### src/rtl/nand_bridge_pkg.sv
// Shared types and constants for the UART-to-NAND command bridge.
// Bytes arrive from and return to the simpleuart register port.
package nand_bridge_pkg;

    typedef enum logic [2:0] {
        IDLE,
        GET_CMD,
        GET_DATA,
        ISSUE,
        WAIT_HI,
        WAIT_LO,
        TX_STAT,
        TX_DATA
    } state_t;

    localparam logic [7:0]  ST_OK      = 8'h00;
    localparam logic [7:0]  ST_NOSTART = 8'hE1;
    localparam logic [7:0]  ST_TIMEOUT = 8'hE2;
    localparam logic [31:0] RX_EMPTY   = 32'hFFFF_FFFF;

    function automatic logic [31:0] tx_word(input logic [7:0] b);
        return {24'h00_0000, b};
    endfunction

endpackage

### src/rtl/uart_reg_port.sv
// simpleuart register-port adapter: RX pop with one blanking cycle after each pop,
// and a TX write request held under backpressure until it has been accepted.
module uart_reg_port
    import nand_bridge_pkg::*;
(
    input  logic        i_clk,
    input  logic        i_reset,
    input  logic [31:0] i_reg_dat_do,
    output logic        o_reg_dat_re,
    output logic [31:0] o_reg_dat_di,
    output logic        o_reg_dat_we,
    input  logic        i_reg_dat_wait,
    output logic        o_rx_valid,
    output logic [7:0]  o_rx_byte,
    input  logic        i_rx_ack,
    input  logic        i_tx_req,
    input  logic [7:0]  i_tx_byte,
    output logic        o_tx_done
);

    logic        r_blank;
    logic        r_we;
    logic [31:0] r_di;
    logic        w_pop;

    // Blank starts set so nothing is popped in the first cycle after reset.
    assign o_rx_valid   = !i_reset && !r_blank && (i_reg_dat_do != RX_EMPTY);
    assign o_rx_byte    = i_reg_dat_do[7:0];
    assign w_pop        = o_rx_valid && i_rx_ack;
    assign o_reg_dat_re = w_pop;

    always_ff @(posedge i_clk) begin
        if (i_reset) begin
            r_blank <= 1'b1;
        end else begin
            r_blank <= w_pop;
        end
    end

    assign o_tx_done    = r_we && !i_reg_dat_wait;
    assign o_reg_dat_we = r_we;
    assign o_reg_dat_di = r_di;

    // A completed write always drops we for a cycle, so one request gives one write.
    always_ff @(posedge i_clk) begin
        if (i_reset) begin
            r_we <= 1'b0;
            r_di <= 32'h0000_0000;
        end else if (o_tx_done) begin
            r_we <= 1'b0;
        end else if (i_tx_req && !r_we) begin
            r_we <= 1'b1;
            r_di <= tx_word(i_tx_byte);
        end
    end

endmodule

### src/rtl/uart_nand_cmd_bridge.sv
// Framed bridge: SYNC, cmd, data from UART -> one nand_master command -> status and
// read data back to UART.
module uart_nand_cmd_bridge
    import nand_bridge_pkg::*;
#(
    parameter logic [7:0]  SYNC_BYTE    = 8'hA5,
    parameter int unsigned BYTE_TIMEOUT = 120000,
    parameter int unsigned START_WAIT   = 16,
    parameter int unsigned BUSY_TIMEOUT = 1200000,
    parameter int unsigned CW           = 24
) (
    input  logic        hw_clk,
    input  logic        reset,
    input  logic [31:0] reg_dat_do,
    output logic        reg_dat_re,
    output logic [31:0] reg_dat_di,
    output logic        reg_dat_we,
    input  logic        reg_dat_wait,
    output logic [7:0]  cmd_in,
    output logic [7:0]  data_in,
    output logic        activate,
    input  logic        busy,
    input  logic [7:0]  data_out,
    output logic        frame_err
);

    localparam logic [CW-1:0] L_BYTE_TO  = CW'(BYTE_TIMEOUT);
    localparam logic [CW-1:0] L_START_TO = CW'(START_WAIT);
    localparam logic [CW-1:0] L_BUSY_TO  = CW'(BUSY_TIMEOUT);

    state_t        r_state;
    state_t        w_state_next;
    logic [CW-1:0] r_cnt;
    logic [7:0]    r_cmd;
    logic [7:0]    r_data;
    logic [7:0]    r_status;
    logic [7:0]    r_rdata;

    logic          w_rx_valid;
    logic [7:0]    w_rx_byte;
    logic          w_rx_ack;
    logic          w_tx_req;
    logic [7:0]    w_tx_byte;
    logic          w_tx_done;
    logic          w_byte_to;
    logic          w_start_to;
    logic          w_busy_to;
    logic          w_cnt_clr;

    uart_reg_port u_port (
        .i_clk          (hw_clk),
        .i_reset        (reset),
        .i_reg_dat_do   (reg_dat_do),
        .o_reg_dat_re   (reg_dat_re),
        .o_reg_dat_di   (reg_dat_di),
        .o_reg_dat_we   (reg_dat_we),
        .i_reg_dat_wait (reg_dat_wait),
        .o_rx_valid     (w_rx_valid),
        .o_rx_byte      (w_rx_byte),
        .i_rx_ack       (w_rx_ack),
        .i_tx_req       (w_tx_req),
        .i_tx_byte      (w_tx_byte),
        .o_tx_done      (w_tx_done)
    );

    assign w_byte_to  = (r_cnt >= L_BYTE_TO);
    assign w_start_to = (r_cnt >= L_START_TO);
    assign w_busy_to  = (r_cnt >= L_BUSY_TO);
    // Every state change restarts the timeout window.
    assign w_cnt_clr  = (w_state_next != r_state) || (r_state == IDLE);

    always_ff @(posedge hw_clk) begin
        if (reset) begin
            r_state <= IDLE;
        end else begin
            r_state <= w_state_next;
        end
    end

    always_comb begin
        w_state_next = r_state;
        case (r_state)
            IDLE: begin
                if (w_rx_valid && (w_rx_byte == SYNC_BYTE)) w_state_next = GET_CMD;
            end
            GET_CMD: begin
                if (w_rx_valid)     w_state_next = GET_DATA;
                else if (w_byte_to) w_state_next = IDLE;
            end
            GET_DATA: begin
                if (w_rx_valid)     w_state_next = ISSUE;
                else if (w_byte_to) w_state_next = IDLE;
            end
            ISSUE: w_state_next = WAIT_HI;
            WAIT_HI: begin
                if (busy)            w_state_next = WAIT_LO;
                else if (w_start_to) w_state_next = TX_STAT;
            end
            WAIT_LO: begin
                if (!busy || w_busy_to) w_state_next = TX_STAT;
            end
            TX_STAT: begin
                if (w_tx_done) w_state_next = TX_DATA;
            end
            TX_DATA: begin
                if (w_tx_done) w_state_next = IDLE;
            end
            default: w_state_next = IDLE;
        endcase
    end

    always_comb begin
        w_rx_ack  = (r_state == IDLE) || (r_state == GET_CMD) || (r_state == GET_DATA);
        w_tx_req  = (r_state == TX_STAT) || (r_state == TX_DATA);
        w_tx_byte = (r_state == TX_DATA) ? r_rdata : r_status;
        activate  = (r_state == ISSUE);
        frame_err = ((r_state == GET_CMD) || (r_state == GET_DATA)) && !w_rx_valid && w_byte_to;
    end

    always_ff @(posedge hw_clk) begin
        if (reset) begin
            r_cnt    <= '0;
            r_cmd    <= 8'h00;
            r_data   <= 8'h00;
            r_status <= 8'h00;
            r_rdata  <= 8'h00;
        end else begin
            if (w_cnt_clr) begin
                r_cnt <= '0;
            end else if (r_cnt != {CW{1'b1}}) begin
                r_cnt <= r_cnt + 1'b1;
            end

            case (r_state)
                GET_CMD: begin
                    if (w_rx_valid) r_cmd <= w_rx_byte;
                end
                GET_DATA: begin
                    if (w_rx_valid) r_data <= w_rx_byte;
                end
                // Cleared here so a no-start response carries a zero data byte.
                ISSUE: r_rdata <= 8'h00;
                WAIT_HI: begin
                    if (!busy && w_start_to) r_status <= ST_NOSTART;
                end
                WAIT_LO: begin
                    if (!busy) begin
                        r_status <= ST_OK;
                        r_rdata  <= data_out;
                    end else if (w_busy_to) begin
                        r_status <= ST_TIMEOUT;
                        r_rdata  <= 8'h00;
                    end
                end
                default: ;
            endcase
        end
    end

    assign cmd_in  = r_cmd;
    assign data_in = r_data;

endmodule

### config.mk
export PLATFORM = sky130hd
export DESIGN_NAME = uart_nand_cmd_bridge
export DESIGN_NICKNAME = d
export VERILOG_FILES = /design/src/rtl/nand_bridge_pkg.sv /design/src/rtl/uart_reg_port.sv /design/src/rtl/uart_nand_cmd_bridge.sv
export SDC_FILE = /design/constraint.sdc
export NUM_CORES = 1
export LEC_CHECK = 0
export ABC_AREA = 0
export CORE_MARGIN = 10
export CORE_UTILIZATION = 40
export CTS_CLUSTER_SIZE = 20
export DETAILED_ROUTE_END_ITERATION = 10
export PLACE_DENSITY = 0.72
export SLEW_MARGIN = 20
export SYNTH_ARGS = -nofsm -noshare
export SYNTH_HDL_FRONTEND = slang
export SYNTH_SLANG_ARGS = --single-unit
### constraint.sdc
create_clock -name hw_clk -period 2.05 [get_ports hw_clk]
set_input_delay 0.41 -clock hw_clk [delete_from_list [all_inputs] [get_ports hw_clk]]
set_output_delay 0.41 -clock hw_clk [all_outputs]
set_load 0.02 [all_outputs]
# Word level (Yosys, flattened, before mapping)
# Cells that the tools add are included.
[word_totals]
register_bits = 69
inputBits = 44
output_inout_bits = 52
word_cells = 76
[classes]
addsub = 1
order_cmp = 3
n_eq_ne = 13
mux = 18
bitwise = 1
reduce_logical = 31
[op_table]
columns = ["op", "n"]
rows = [
  ["8-bit 2-to-1 mux", 6],
  ["32-bit inequality test, second input constant", 1],
  ["8-bit one-hot mux with 2 select lines", 2],
  ["3-bit 2-to-1 mux", 9],
  ["24-bit by 1-bit adder with 24-bit output, second input constant", 1],
  ["24-bit by 17-bit greater-or-equal comparator with 1-bit output, second input constant", 1],
  ["24-bit by 21-bit greater-or-equal comparator with 1-bit output, second input constant", 1],
  ["24-bit by 5-bit greater-or-equal comparator with 1-bit output, second input constant", 1],
  ["24-bit inequality test, second input constant", 1],
  ["3-bit one-hot mux with 8 select lines", 1],
  ["3-bit equality test, second input constant", 4],
  ["1-bit logical AND", 9],
  ["8-bit equality test, second input constant", 1],
  ["2-bit AND reduction", 4],
  ["3-bit by 2-bit equality test with 1-bit output, second input constant", 2],
  ["1-bit logical NOT", 6],
  ["1-bit logical OR", 6],
  ["2-bit nonzero test", 2],
  ["2-bit OR reduction", 2],
  ["3-bit by 1-bit equality test with 1-bit output, second input constant", 1],
  ["3-bit logical NOT", 1],
  ["3-bit inequality test", 1],
  ["3-bit inequality test, second input constant", 1],
  ["3-bit AND reduction", 1],
  ["other kinds (2)", 2],
]

# Logic depth before layout (Yosys ltp)
# Gate-level depths: netlist of run 1.
[logic_depth]
depth_word = 9
ltp_mapped = 8
ltp_nobuf = 7

# Hierarchy
# Synthesis of run 1 repeated with hierarchy kept, for this count alone.
[unflattened]
hier_cells = 425
hier_area_um2 = 3413.3
[modules_own_cells]
columns = ["mod", "n_inst", "cells_per_inst", "area_each_um2", "seq_area_each_um2"]
rows = [
  ["uart_nand_cmd_bridge", 1, 336, 2738.9, 1081.0],
  ["uart_reg_port", 1, 89, 674.4, 200.2],
]

# Worst setup path before layout of run 1
# Ideal clock, no wire load.
[synth_timing]
path_type = "flip-flop to output port"
start = "register r_cnt[14]"
end = "output port frame_err"
arrival_time_ps = 1637
required_time_ps = 1640
path_slack_ps = 3
stages_incl_launch_ff = 6
path_buffers = 1
path_cell_list = "dfxtp_1 clkbuf_1 o211ai_1 a211oi_1 o21ai_0 nor3_1"
[synth_between]
elab_chain_cells = 2
[synth_lines]
columns = ["item", "line", "source"]
rows = [
  ["start, declared", "uart_nand_cmd_bridge.sv:33", "logic [CW-1:0] r_cnt;"],
  ["start signal, assigned", "uart_nand_cmd_bridge.sv:131", "r_cnt <= r_cnt + 1'b1;"],
  ["24-bit by 17-bit greater-or-equal comparator with 1-bit output", "uart_nand_cmd_bridge.sv:66", "assign w_byte_to = (r_cnt >= L_BYTE_TO);"],
  ["1-bit logical AND", "uart_nand_cmd_bridge.sv:117", "frame_err = ((r_state == GET_CMD) || (r_state == GET_DATA)) && !w_rx_valid && w_byte_to;"],
  ["end, declared", "uart_nand_cmd_bridge.sv:24", "output logic frame_err"],
]
# Every way passes these cells.

# Worst setup path in the final report of run 1
[layout_timing]
start = "register r_cnt[17]"
end = "register r_cnt[12]"
[layout_between]
elab_chain_cells = 7
elab_cells_between_ends = 15
cone_classes = "order compare (3); eq/ne (2); mux (7); reduce/logical (3)"
[layout_lines]
columns = ["item", "line", "source"]
rows = [
  ["24-bit by 5-bit greater-or-equal comparator with 1-bit output, or another cell as far along", "uart_nand_cmd_bridge.sv:67", "assign w_start_to = (r_cnt >= L_START_TO);"],
  ["3-bit 2-to-1 mux, or another cell as far along", "uart_nand_cmd_bridge.sv:97", "else if (w_start_to) w_state_next = TX_STAT;"],
  ["3-bit 2-to-1 mux, on equally long branches", "n/a", ""],
  ["3-bit one-hot mux with 8 select lines", "uart_nand_cmd_bridge.sv:82", "case (r_state)"],
  ["3-bit inequality test", "uart_nand_cmd_bridge.sv:70", "assign w_cnt_clr = (w_state_next != r_state) || (r_state == IDLE);"],
  ["1-bit logical OR", "uart_nand_cmd_bridge.sv:70", ""],
  ["2-bit OR reduction (no line)", "n/a", ""],
]
# Several ways; a longest one is shown, not always the timed one.
# A chain may end at the register's enable or synchronous reset.

==> run summary, run 1 <==
Total GRT Usage: 0.162
Critical Path Most Common Cell: buf_4
Comb power frac: 0.061
port bufs: 71
Distinct cells, synth: 54
vias in the first global route: 3149
Die H: 110 µm
DIE AREA: 12000 µm²
min Tclk post-route: 2270 ps
Post-Layout Cell Count: 610
final worst slack: -217 ps
FILL cells: 679
First-pass DRT Iterations: 5
Initial Util: 0.413
first-pass GRT wire length: 15400 µm
final setup vio count: 26
Core ar.: 7770 µm²
hold endpoint: cmd_in[0]
flop2flop setup slack: -220 ps
Crit Path Class: reg -> reg
Register Area: 1280 µm²
R2R depth: 8
Least-Margin Pin Slew: 642 ps
CTS tree: built
clock share of power: 0.471
Synth Area per Inst: 8.46 µm²
CP cell instances: or3_4 > a2111o_1 > buf_4 > o31ai_4 > a211oi_2 > buf_4 > o221a_4 > nor3_4
synthesis-to-finish area growth: 46.8%
total wire length: 9610 µm
clock buffer count from CTS: 9
R2R Path Start: r_cnt[17]
Cells after Synth: 379
crit path max fanout: 6
clock sink count: 64
worst hold path startpoint: reg_dat_do[0]
Relative slew margins: 0.571
RR Endpoint: r_cnt[12]
largest net degree at the start of global routing: 36
PwrDens: 565 nW/µm²
prevailing post-synth register cell: dfxtp_1
P_leak: 0.00189 µW
register area share after synthesis: 0.400
Psw: 650 µW
H-Tree Depth: 3
worst vdd ir: 0.568 mV
DRC Markers: 0
Slowest-stage cell, CP: or3_4
Slew Viols, Final: 0
Hold Path Stages: 3
GR Overflow Total: 0
maximum clock rate: 441 MHz
crit start category: flop
placed insts: 585
status: finished, violations left
Max Cap Viol: 0
CP Capture Type: flop
initial antenna violation count: 0
share of layout cells above drive strength 1: 0.270
commonest cells after routing, fill and taps aside: 61 x dfxtp_1, 59 x buf_4, 53 x nor2_1
Nets: 549
Arrival @ worst endpoint: 2550 ps
fin crit share: 1.11
Setup Total Neg Slack: -4030 ps
via count: 3134
Via-to-Cell Ratio: 5.14
RSZ-0062 raised after global routing: yes
n_diodes: 0
Cell Area, Synth: 3210 µm²
Ys Warns: 0
placer congestion estimate: 0.880
drt first-iter violations: 168
Clock Skews: 14.2 ps
Post-synth EDFFs: 0
FP Rows: 32
Reg power frac: 0.468
#FFs+latches synth: 64
Fin. Hold Viols: 0
post-DR wirelength/cell: 15.7 µm
root buffer cell: clkbuf_8
most common cell after layout, fill and taps aside: dfxtp_1
switch share: 0.244
Worst-Skew Late Latency: 360 ps
asr flop ratio synth: 0
Clock Tree Buf Depth: 2
Clock transition at path regs: 80 ps
critical path required time: 2330 ps
Slowest Stage Delay on Critical Path: 400 ps
die width: 110 µm
HP Class: in -> reg
Int Power: 2010 µW
area of the multi-input gates: 1940 µm²
HPWL Detailed: 6840 µm
# IOs: 96
remaining antenna violation count: 0
violated checks: negative setup slack
-- routing by layer --
| metal | GRT usage | vias to the layer above | routed length (µm) |
|---|---|---|---|
| met1 | 0.177 | 1457 | 3670 |
| met4 | 0.0604 | 0 | 165 |
| met5 | 0 | - | 0 |
| met2 | 0.267 | 109 | 4760 |
| li1 | - | 1551 | - |
| met3 | 0.0784 | 17 | 1010 |
-- worst max-delay path by stage --
stage             startpoint         to  cells past startpoint
3_5_place_dp   reg_dat_do[5]  frame_err                      6
3_3_place_gp   reg_dat_do[4]  frame_err                      6
4_1_cts            r_cnt[21]  frame_err                      5
6_report           r_cnt[17]  r_cnt[12]                      8
5_1_grt            r_cnt[17]  r_cnt[12]                      8
2_1_floorplan      r_cnt[14]  frame_err                      5
-- per-stage QoR --
stage	setup WS, ps	util	power (µW)	instance area (µm²)	hold slack, ps
after global placement	-831	0.552	1450	4290	443
final	-217	0.606	2660	4710	324
after global routing	-269	0.606	2750	4710	344
after floorplan	2.65	-	1370	3290	442
after CTS	-184	0.598	2690	4650	462
after detailed placement	-961	0.552	1450	4290	452
-- registers in the layout, indices dropped and copies added (netlist names), 3 cells and up --
register / flops
r_cnt: 24
cmd_in: 8
data_in: 8
r_rdata: 8
u_port.o_reg_dat_di: 8
r_state: 3
r_status: 3
-- power by group through the flow --
stage               registers (µW)  clock network, µW  logic [µW]
floorplan                     1270                  0         101
global placement              1270                  0         173
detailed placement            1270                  0         175
CTS                           1240               1280         160
global route                  1240               1330         175
finish                        1240               1250         162
-- cells in the mapped netlist, types with 4 or more instances --
master    count  area share
o21ai_0       5      0.0078
nor3_1        9       0.014
dfxtp_1      64        0.40
buf_2         4      0.0062
inv_1         5      0.0059
xor2_1       12       0.033
nor4_1        8       0.016
a211oi_1      7       0.016
mux2i_1      16       0.050
clkbuf_1     15       0.018
nand4_1      15       0.029
nand2_1      24       0.028
buf_4        24       0.056
xnor2_1      11       0.030
and3_1        4      0.0078
a22oi_1      11       0.026
nor2_1       69       0.081
nand3_1      16       0.025
a21oi_1       8       0.012
-- area by class of cell --
| class | count | area share |
|---|---|---|
| Tap cell | 102 | 0.0271 |
| Inverter | 5 | 0.00399 |
| Sequential cell | 64 | 0.273 |
| Clock inverter | 7 | 0.0218 |
| Clock buffer | 9 | 0.0263 |
| Timing Repair Buffer | 132 | 0.237 |
| Multi-Input combinational cell | 291 | 0.411 |
-- what timing repair did --
| item | CTS | global route |
|---|---|---|
| setup buffers | 2 | 5 |
| pin swaps | 22 | 24 |
| resized for setup | 66 | 60 |
| hold buffers | 0 | 0 |
| setup endpoints to repair | 52 | 36 |
| gates cloned | 3 | 0 |
-- worst max-delay path, delay by kind of cell, from the launching register on --
kind / cells / cell delay (ps)
AOI/OAI and AO/OA: 4 / 1010
buffers and inverters: 2 / 340
DFF: 1 / 320
and+or+nand+nor: 2 / 540
-- cells by family (layout without fill, tap and decap cells) --
group,count (synthesis),in the layout,share of synthesized area
flops,64,64,0.400
buf+inv,50,153,0.0929
compound gates,53,56,0.128
xor+xnor,23,23,0.0628
other cells,1,24,0.00117
simple gates,170,170,0.258
fa+ha+maj,2,2,0.00781
mux,16,16,0.0500
(Power assumes the default switching activity.)
==> run 2, diff against run 1 <==
Settings changed: CAP_MARGIN from default to 20.
==> results of run 2 <==
Final layout, timing and power as in run 1 (identical DEF).
